--- src/rtl/keypad_pkg.sv ---
// Shared types and constants for the 4x4 matrix keypad scanner.
package keypad_pkg;

  localparam int KP_ROWS = 4;
  localparam int KP_COLS = 4;

  typedef logic [3:0] kp_code_t;

  typedef enum logic [1:0] {
    KP_SCAN,
    KP_DEBOUNCE,
    KP_PRESSED
  } kp_state_t;

endpackage

--- src/rtl/keypad_row_driver.sv ---
// Rotating one-hot-low row strobe: holds each row for SCAN_TICKS cycles and
// flags the sample point of every row and the end of each full scan.
module keypad_row_driver #(
  parameter int SCAN_TICKS = 1000
) (
  input  logic       clk,
  input  logic       rst_n,
  output logic [3:0] row_n_o,
  output logic [1:0] row_idx_o,
  output logic       sample_en_o,
  output logic       scan_done_o
);

  localparam int TW = $clog2(SCAN_TICKS);
  localparam logic [TW-1:0] TICK_LAST = TW'(SCAN_TICKS - 1);

  logic [TW-1:0] tick_q, tick_d;
  logic [1:0]    row_q, row_d;

  always_comb begin
    sample_en_o = (tick_q == TICK_LAST);
    scan_done_o = sample_en_o && (row_q == 2'd3);
    tick_d      = sample_en_o ? '0 : tick_q + 1'b1;
    row_d       = sample_en_o ? row_q + 2'd1 : row_q;
  end

  // NOTE: state registers use non-blocking assignments so every flop samples
  // the pre-edge value of its neighbours, exactly as the hardware does.
  always_ff @(posedge clk or negedge rst_n) begin
    if (!rst_n) begin
      tick_q <= '0;
      row_q  <= '0;
    end else begin
      tick_q <= tick_d;
      row_q  <= row_d;
    end
  end

  assign row_n_o   = ~(4'b0001 << row_q);
  assign row_idx_o = row_q;

endmodule

--- src/rtl/keypad_scanner.sv ---
// 4x4 active-low keypad scanner with whole-scan debounce and one-cycle key strobe.
// Optional auto-repeat while a key is held: define KEYPAD_REPEAT_EN.
module keypad_scanner
  import keypad_pkg::*;
#(
  parameter int SCAN_TICKS     = 1000,
  parameter int DEBOUNCE_SCANS = 4,
  parameter int REPEAT_SCANS   = 32
) (
  input  logic     clk,
  input  logic     rst_n,
  input  logic [3:0] col_n,
  output logic [3:0] row_n,
  output kp_code_t key_code,
  output logic     key_valid,
  output logic     key_pressed
);

  localparam int CW = $clog2(DEBOUNCE_SCANS + 1);
  localparam logic [CW-1:0] DB_LAST = CW'(DEBOUNCE_SCANS);

  logic [1:0] row_idx;
  logic       sample_en, scan_done;

  keypad_row_driver #(.SCAN_TICKS(SCAN_TICKS)) u_row_driver (
    .clk         (clk),
    .rst_n       (rst_n),
    .row_n_o     (row_n),
    .row_idx_o   (row_idx),
    .sample_en_o (sample_en),
    .scan_done_o (scan_done)
  );

  // Columns idle high, so the synchroniser resets to "nothing pressed".
  logic [3:0] sync1_q, sync2_q;
  always_ff @(posedge clk or negedge rst_n) begin
    if (!rst_n) begin
      sync1_q <= 4'b1111;
      sync2_q <= 4'b1111;
    end else begin
      sync1_q <= col_n;
      sync2_q <= sync1_q;
    end
  end

  // Candidate encoder: the first hit of a scan (lowest row, then lowest column) wins.
  logic     row_found, cand_found, scan_found_q;
  logic [1:0] row_col;
  kp_code_t cand_code, scan_code_q;

  always_comb begin
    row_found = |(~sync2_q);
    row_col   = '0;
    for (int c = KP_COLS - 1; c >= 0; c--) begin
      if (!sync2_q[c]) row_col = 2'(c);
    end
    if (row_idx != 2'd0 && scan_found_q) begin
      cand_found = 1'b1;
      cand_code  = scan_code_q;
    end else begin
      cand_found = row_found;
      cand_code  = {row_idx, row_col};
    end
  end

  always_ff @(posedge clk or negedge rst_n) begin
    if (!rst_n) begin
      scan_found_q <= 1'b0;
      scan_code_q  <= '0;
    end else if (sample_en) begin
      scan_found_q <= cand_found;
      scan_code_q  <= cand_code;
    end
  end

  kp_state_t     state_q, state_d;
  kp_code_t      key_q, key_d, code_q, code_d;
  logic [CW-1:0] agree_q, agree_d, rel_q, rel_d;
  logic          valid_q, valid_d, accept;

`ifdef KEYPAD_REPEAT_EN
  localparam int RW = $clog2(REPEAT_SCANS + 1);
  localparam logic [RW-1:0] RP_LAST = RW'(REPEAT_SCANS);
  logic [RW-1:0] rep_q, rep_d;
`else
  localparam int unused_repeat_scans = REPEAT_SCANS;
`endif

  // NOTE: every combinational output gets a default first, so no path through
  // the case statement can leave a value unassigned and infer a latch.
  always_comb begin
    state_d = state_q;
    key_d   = key_q;
    code_d  = code_q;
    agree_d = agree_q;
    rel_d   = rel_q;
    valid_d = 1'b0;
    accept  = 1'b0;
`ifdef KEYPAD_REPEAT_EN
    rep_d   = rep_q;
`endif
    if (scan_done) begin
      case (state_q)
        KP_SCAN: begin
          if (cand_found) begin
            key_d   = cand_code;
            agree_d = CW'(1);
            if (DEBOUNCE_SCANS == 1) accept = 1'b1;
            else                     state_d = KP_DEBOUNCE;
          end
        end
        KP_DEBOUNCE: begin
          if (cand_found && cand_code == key_q) begin
            agree_d = agree_q + 1'b1;
            if (agree_d == DB_LAST) accept = 1'b1;
          end else begin
            state_d = KP_SCAN;
            agree_d = '0;
          end
        end
        KP_PRESSED: begin
          if (!cand_found) begin
            rel_d = rel_q + 1'b1;
            if (rel_d == DB_LAST) begin
              state_d = KP_SCAN;
              rel_d   = '0;
            end
          end else begin
            rel_d = '0;
          end
`ifdef KEYPAD_REPEAT_EN
          if (!cand_found) begin
            rep_d = '0;
          end else if (cand_code == key_q) begin
            rep_d = rep_q + 1'b1;
            if (rep_d == RP_LAST) begin
              valid_d = 1'b1;
              rep_d   = '0;
            end
          end
`endif
        end
        default: state_d = KP_SCAN;
      endcase

      if (accept) begin
        state_d = KP_PRESSED;
        code_d  = key_d;
        valid_d = 1'b1;
        agree_d = '0;
        rel_d   = '0;
`ifdef KEYPAD_REPEAT_EN
        rep_d   = '0;
`endif
      end
    end
  end

  always_ff @(posedge clk or negedge rst_n) begin
    if (!rst_n) begin
      state_q <= KP_SCAN;
      key_q   <= '0;
      code_q  <= '0;
      agree_q <= '0;
      rel_q   <= '0;
      valid_q <= 1'b0;
`ifdef KEYPAD_REPEAT_EN
      rep_q   <= '0;
`endif
    end else begin
      state_q <= state_d;
      key_q   <= key_d;
      code_q  <= code_d;
      agree_q <= agree_d;
      rel_q   <= rel_d;
      valid_q <= valid_d;
`ifdef KEYPAD_REPEAT_EN
      rep_q   <= rep_d;
`endif
    end
  end

  assign key_code    = code_q;
  assign key_valid   = valid_q;
  assign key_pressed = (state_q == KP_PRESSED);

endmodule

--- config.mk ---
export PLATFORM = sky130hd
export DESIGN_NAME = keypad_scanner
export DESIGN_NICKNAME = d
export VERILOG_FILES = /design/src/rtl/keypad_pkg.sv /design/src/rtl/keypad_row_driver.sv /design/src/rtl/keypad_scanner.sv
export SDC_FILE = /design/constraint.sdc
export NUM_CORES = 1
export LEC_CHECK = 0
export CAP_MARGIN = 40
export CORE_MARGIN = 5
export CORE_UTILIZATION = 40
export CTS_BUF_LIST = sky130_fd_sc_hd__clkbuf_8
export DETAILED_ROUTE_END_ITERATION = 8
export GPL_ROUTABILITY_DRIVEN = 0
export PLACE_DENSITY = 0.66
export SYNTH_ARGS = -nofsm -noshare
export SYNTH_HDL_FRONTEND = slang
export SYNTH_SLANG_ARGS = --single-unit
--- constraint.sdc ---
create_clock -name clk -period 5.3 [get_ports clk]
set_input_delay 1.06 -clock clk [delete_from_list [all_inputs] [get_ports clk]]
set_output_delay 1.06 -clock clk [all_outputs]
set_load 0.05 [all_outputs]
==> impl_metrics.toml <==
[outcome]
outcome = "complete, no violations"

[sta]
worstMarginPinSlew_ns = 0.645
relSlewSlack = 0.567
setup_viol = 0
finalSetupTns_ns = 0
rsz0062_at_grt = "no"
max_freq_mhz = 332
final_hold_viol_count = 0
fin_crit_sh = 0.568
drv_slew = 0
period_minus_slack_ns = 3.01
clock_skew_ns = 0.0136

[global_route]
grt_pass1_wl_mm = 6.87
antenna_found_initial = 0
grt_max_degree = 28
grt_pass1_vias = 1525
grtUsageMet1 = 0.168
gr-usage-all-layers = 0.132
grt_util_met2 = 0.216
overflow = 0
grt_use_met3 = 0.0358
grt.busiest_layer = "met2"

[routing]
drt_iter0_markers = 60
avgRoutedWirePerCell_um = 12.8
routed-via-count = 1496
drc = 0
first_pass_iters = 4
ant_nets = 0
routed_wl_mm = 3.82
viasPerCell = 5.02

[synthesis]
synth_cells = 206
synthFlopType = "dfrtp_1"
yosys_warnings = 0
synthTopCellsByArea = "dfrtp_1 (41%), dfstp_2 (10%), ha_1 (5.4%), nor2_1 (4.1%), mux2_2 (3.8%)"
ys_seq_elements = 42
yosysTopAreaCellShare = 0.408
yosysSeqAreaShare = 0.509
syn_avg_cell_area_um2 = 10.1
synth_edf_count = 0
synth_area_um2 = 2090
syn_nets = 221
async_flop_share = 1.00
yosys.area.top_type = "dfrtp_1"
yosys.cell_types.count = 43

[power]
cellInternalPower_mw = 0.474
switching_power_mw = 0.126
power.leakage_nw = 1.13
p_seq_frac = 0.546
power.density_nw_per_um2 = 245
power_frac_clock = 0.421
switching_share = 0.211
comb_power_share = 0.034
ir_worst_vdd_v = 0.000199

[layout]
layout-drive-gt1-share = 0.132
finalNetCount = 242
fin_cells = 298
final_common_cell = "dfrtp_1"
area_growth_pct = 17.3
nFillCells = 492
antenna_cells = 0
final_cell_mix = "dfrtp_1 (34), nor2_1 (23), nand2_1 (18), clkdlybuf4s50_1 (14), o21ai_0 (13)"
post-route-util = 0.482

[min_path]
worstHoldPathType = "reg2reg"
min_to = "sync2_q[0]"
holdPathStages = 0
hold_start = "sync1_q[0]"

[setup_path]
timing.rr.start = "u_row_driver.row_idx_o[0]"
r2r_slack_ns = 2.55
critPathCaptureType = "output port"
cp.required_ns = 4.24
cp.arrival_ns = 1.95
worst_r2r_endpoint = "rel_q[0]"
cp-start-kind = "flip-flop"
setup.worst_path.class = "reg2out"
reg2reg_depth = 8
crit_fanout = 5

[clocking]
clockBufferDepth = 2
cts_sinks = 42
clk_latency_ns = 0.30
clockRootBuffer = "clkbuf_8"
numCtsBuffers = 5
postCtsSetupBuffers = 0
cts_resized = 0
cts_hold_buf = 0
cts_max_level = 2
clkSlewWorstSetupHoldPaths_ns = 0.09
cts_tree = "done"

[floorplan]
die_area_um2 = 6760
start_util = 0.411
ios = 16
core_um2 = 5070
rows = 26
die_y_um = 82.2
die_x_um = 82.2

[place]
port_buffers = 15
dp.cells = 290
dpl.hpwl_mm = 2.86

[job]
max-cap-violations = 0
## state kept, by name (all words and copies together), names as in the netlist, 2 cells and up
register                cells
rel_q                       3
u_row_driver.row_idx_o      2
sync2_q                     4
agree_q                     3
sync1_q                     4
state_q                     2
key_code                    4
key_q                       4
u_row_driver.tick_q        10
scan_code_q                 4
## Yosys cell counts, types with 3 or more instances
library cell	number
a211oi_1	3
a21oi_1	12
and3_1	3
dfrtp_1	34
dfstp_2	8
ha_1	9
inv_1	12
mux2_2	7
nand2_1	18
nand2b_1	3
nand3_1	7
nor2_1	23
nor2b_1	10
nor3_1	4
o21ai_0	13
or3_1	3
xnor2_1	3
xor2_1	6
## kinds of logic after synthesis
logic type               count (synthesis)  synth area share
XOR/XNOR                                 9            0.0378
flip-flops                              42             0.509
AO/OA/AOI/OAI                           41             0.122
adder cells (fa/ha/maj)                  9            0.0540
AND/OR/NAND/NOR                         83             0.212
buffers and inverters                   15            0.0276
multiplexers                             7            0.0378
## worst max-delay path: stages (launching register included)
cell,delay [ns]
dfrtp_1,0.42
inv_1,0.12
ha_1,0.25
inv_1,0.07
clkdlybuf4s50_1,0.79
## layout make-up
| class | count | area (µm²) | share of cell area |
|---|---|---|---|
| clock buffers | 5 | 68.8 | 0.0281 |
| clock inverters | 3 | 45.0 | 0.0184 |
| inverters | 12 | 45.0 | 0.0184 |
| multi-input cells | 149 | 967 | 0.395 |
| flip-flops and latches | 42 | 1060 | 0.434 |
| well taps | 70 | 87.6 | 0.0358 |
| repair buffers | 17 | 173 | 0.0706 |
## power by group through the flow
| stage | logic (mW) | registers, mW | clock network [mW] |
|---|---|---|---|
| floorplan | 0.00773 | 0.333 | 0 |
| global placement | 0.0189 | 0.333 | 0 |
| detailed placement | 0.0210 | 0.334 | 0 |
| CTS | 0.0210 | 0.327 | 0.263 |
| global route | 0.0232 | 0.328 | 0.278 |
| finish | 0.0202 | 0.327 | 0.253 |
## through the flow
stage	hold WS, ns	area [µm²]	total power [mW]	setup slack [ns]
3_5_place_dp	0.347	2330	0.355	2.56
4_1_cts	0.358	2450	0.612	2.27
2_1_floorplan	0.345	2090	0.341	2.91
3_3_place_gp	0.346	2310	0.352	2.62
5_1_grt	0.363	2450	0.629	2.21
6_report	0.357	2450	0.600	2.29
## per-layer routing
metal | vias to the layer above | wire, µm
met4 | 0 | 55
met3 | 6 | 125
met1 | 721 | 1820
met2 | 14 | 1820
met5 | - | 0
li1 | 755 | -
## how the worst max path moves through the flow
stage                                         start        to  slack, ns  cells after the start
after floorplan           u_row_driver.row_idx_o[0]  rel_q[0]       2.91                      9
after global placement    u_row_driver.row_idx_o[0]  rel_q[1]       2.62                      8
after detailed placement  u_row_driver.row_idx_o[0]  rel_q[0]       2.56                      8
after CTS                 u_row_driver.row_idx_o[0]  row_n[0]       2.27                      4
after global routing      u_row_driver.row_idx_o[0]  row_n[0]       2.21                      4
final                     u_row_driver.row_idx_o[0]  row_n[0]       2.29                      4
(Power assumes the default switching activity.)
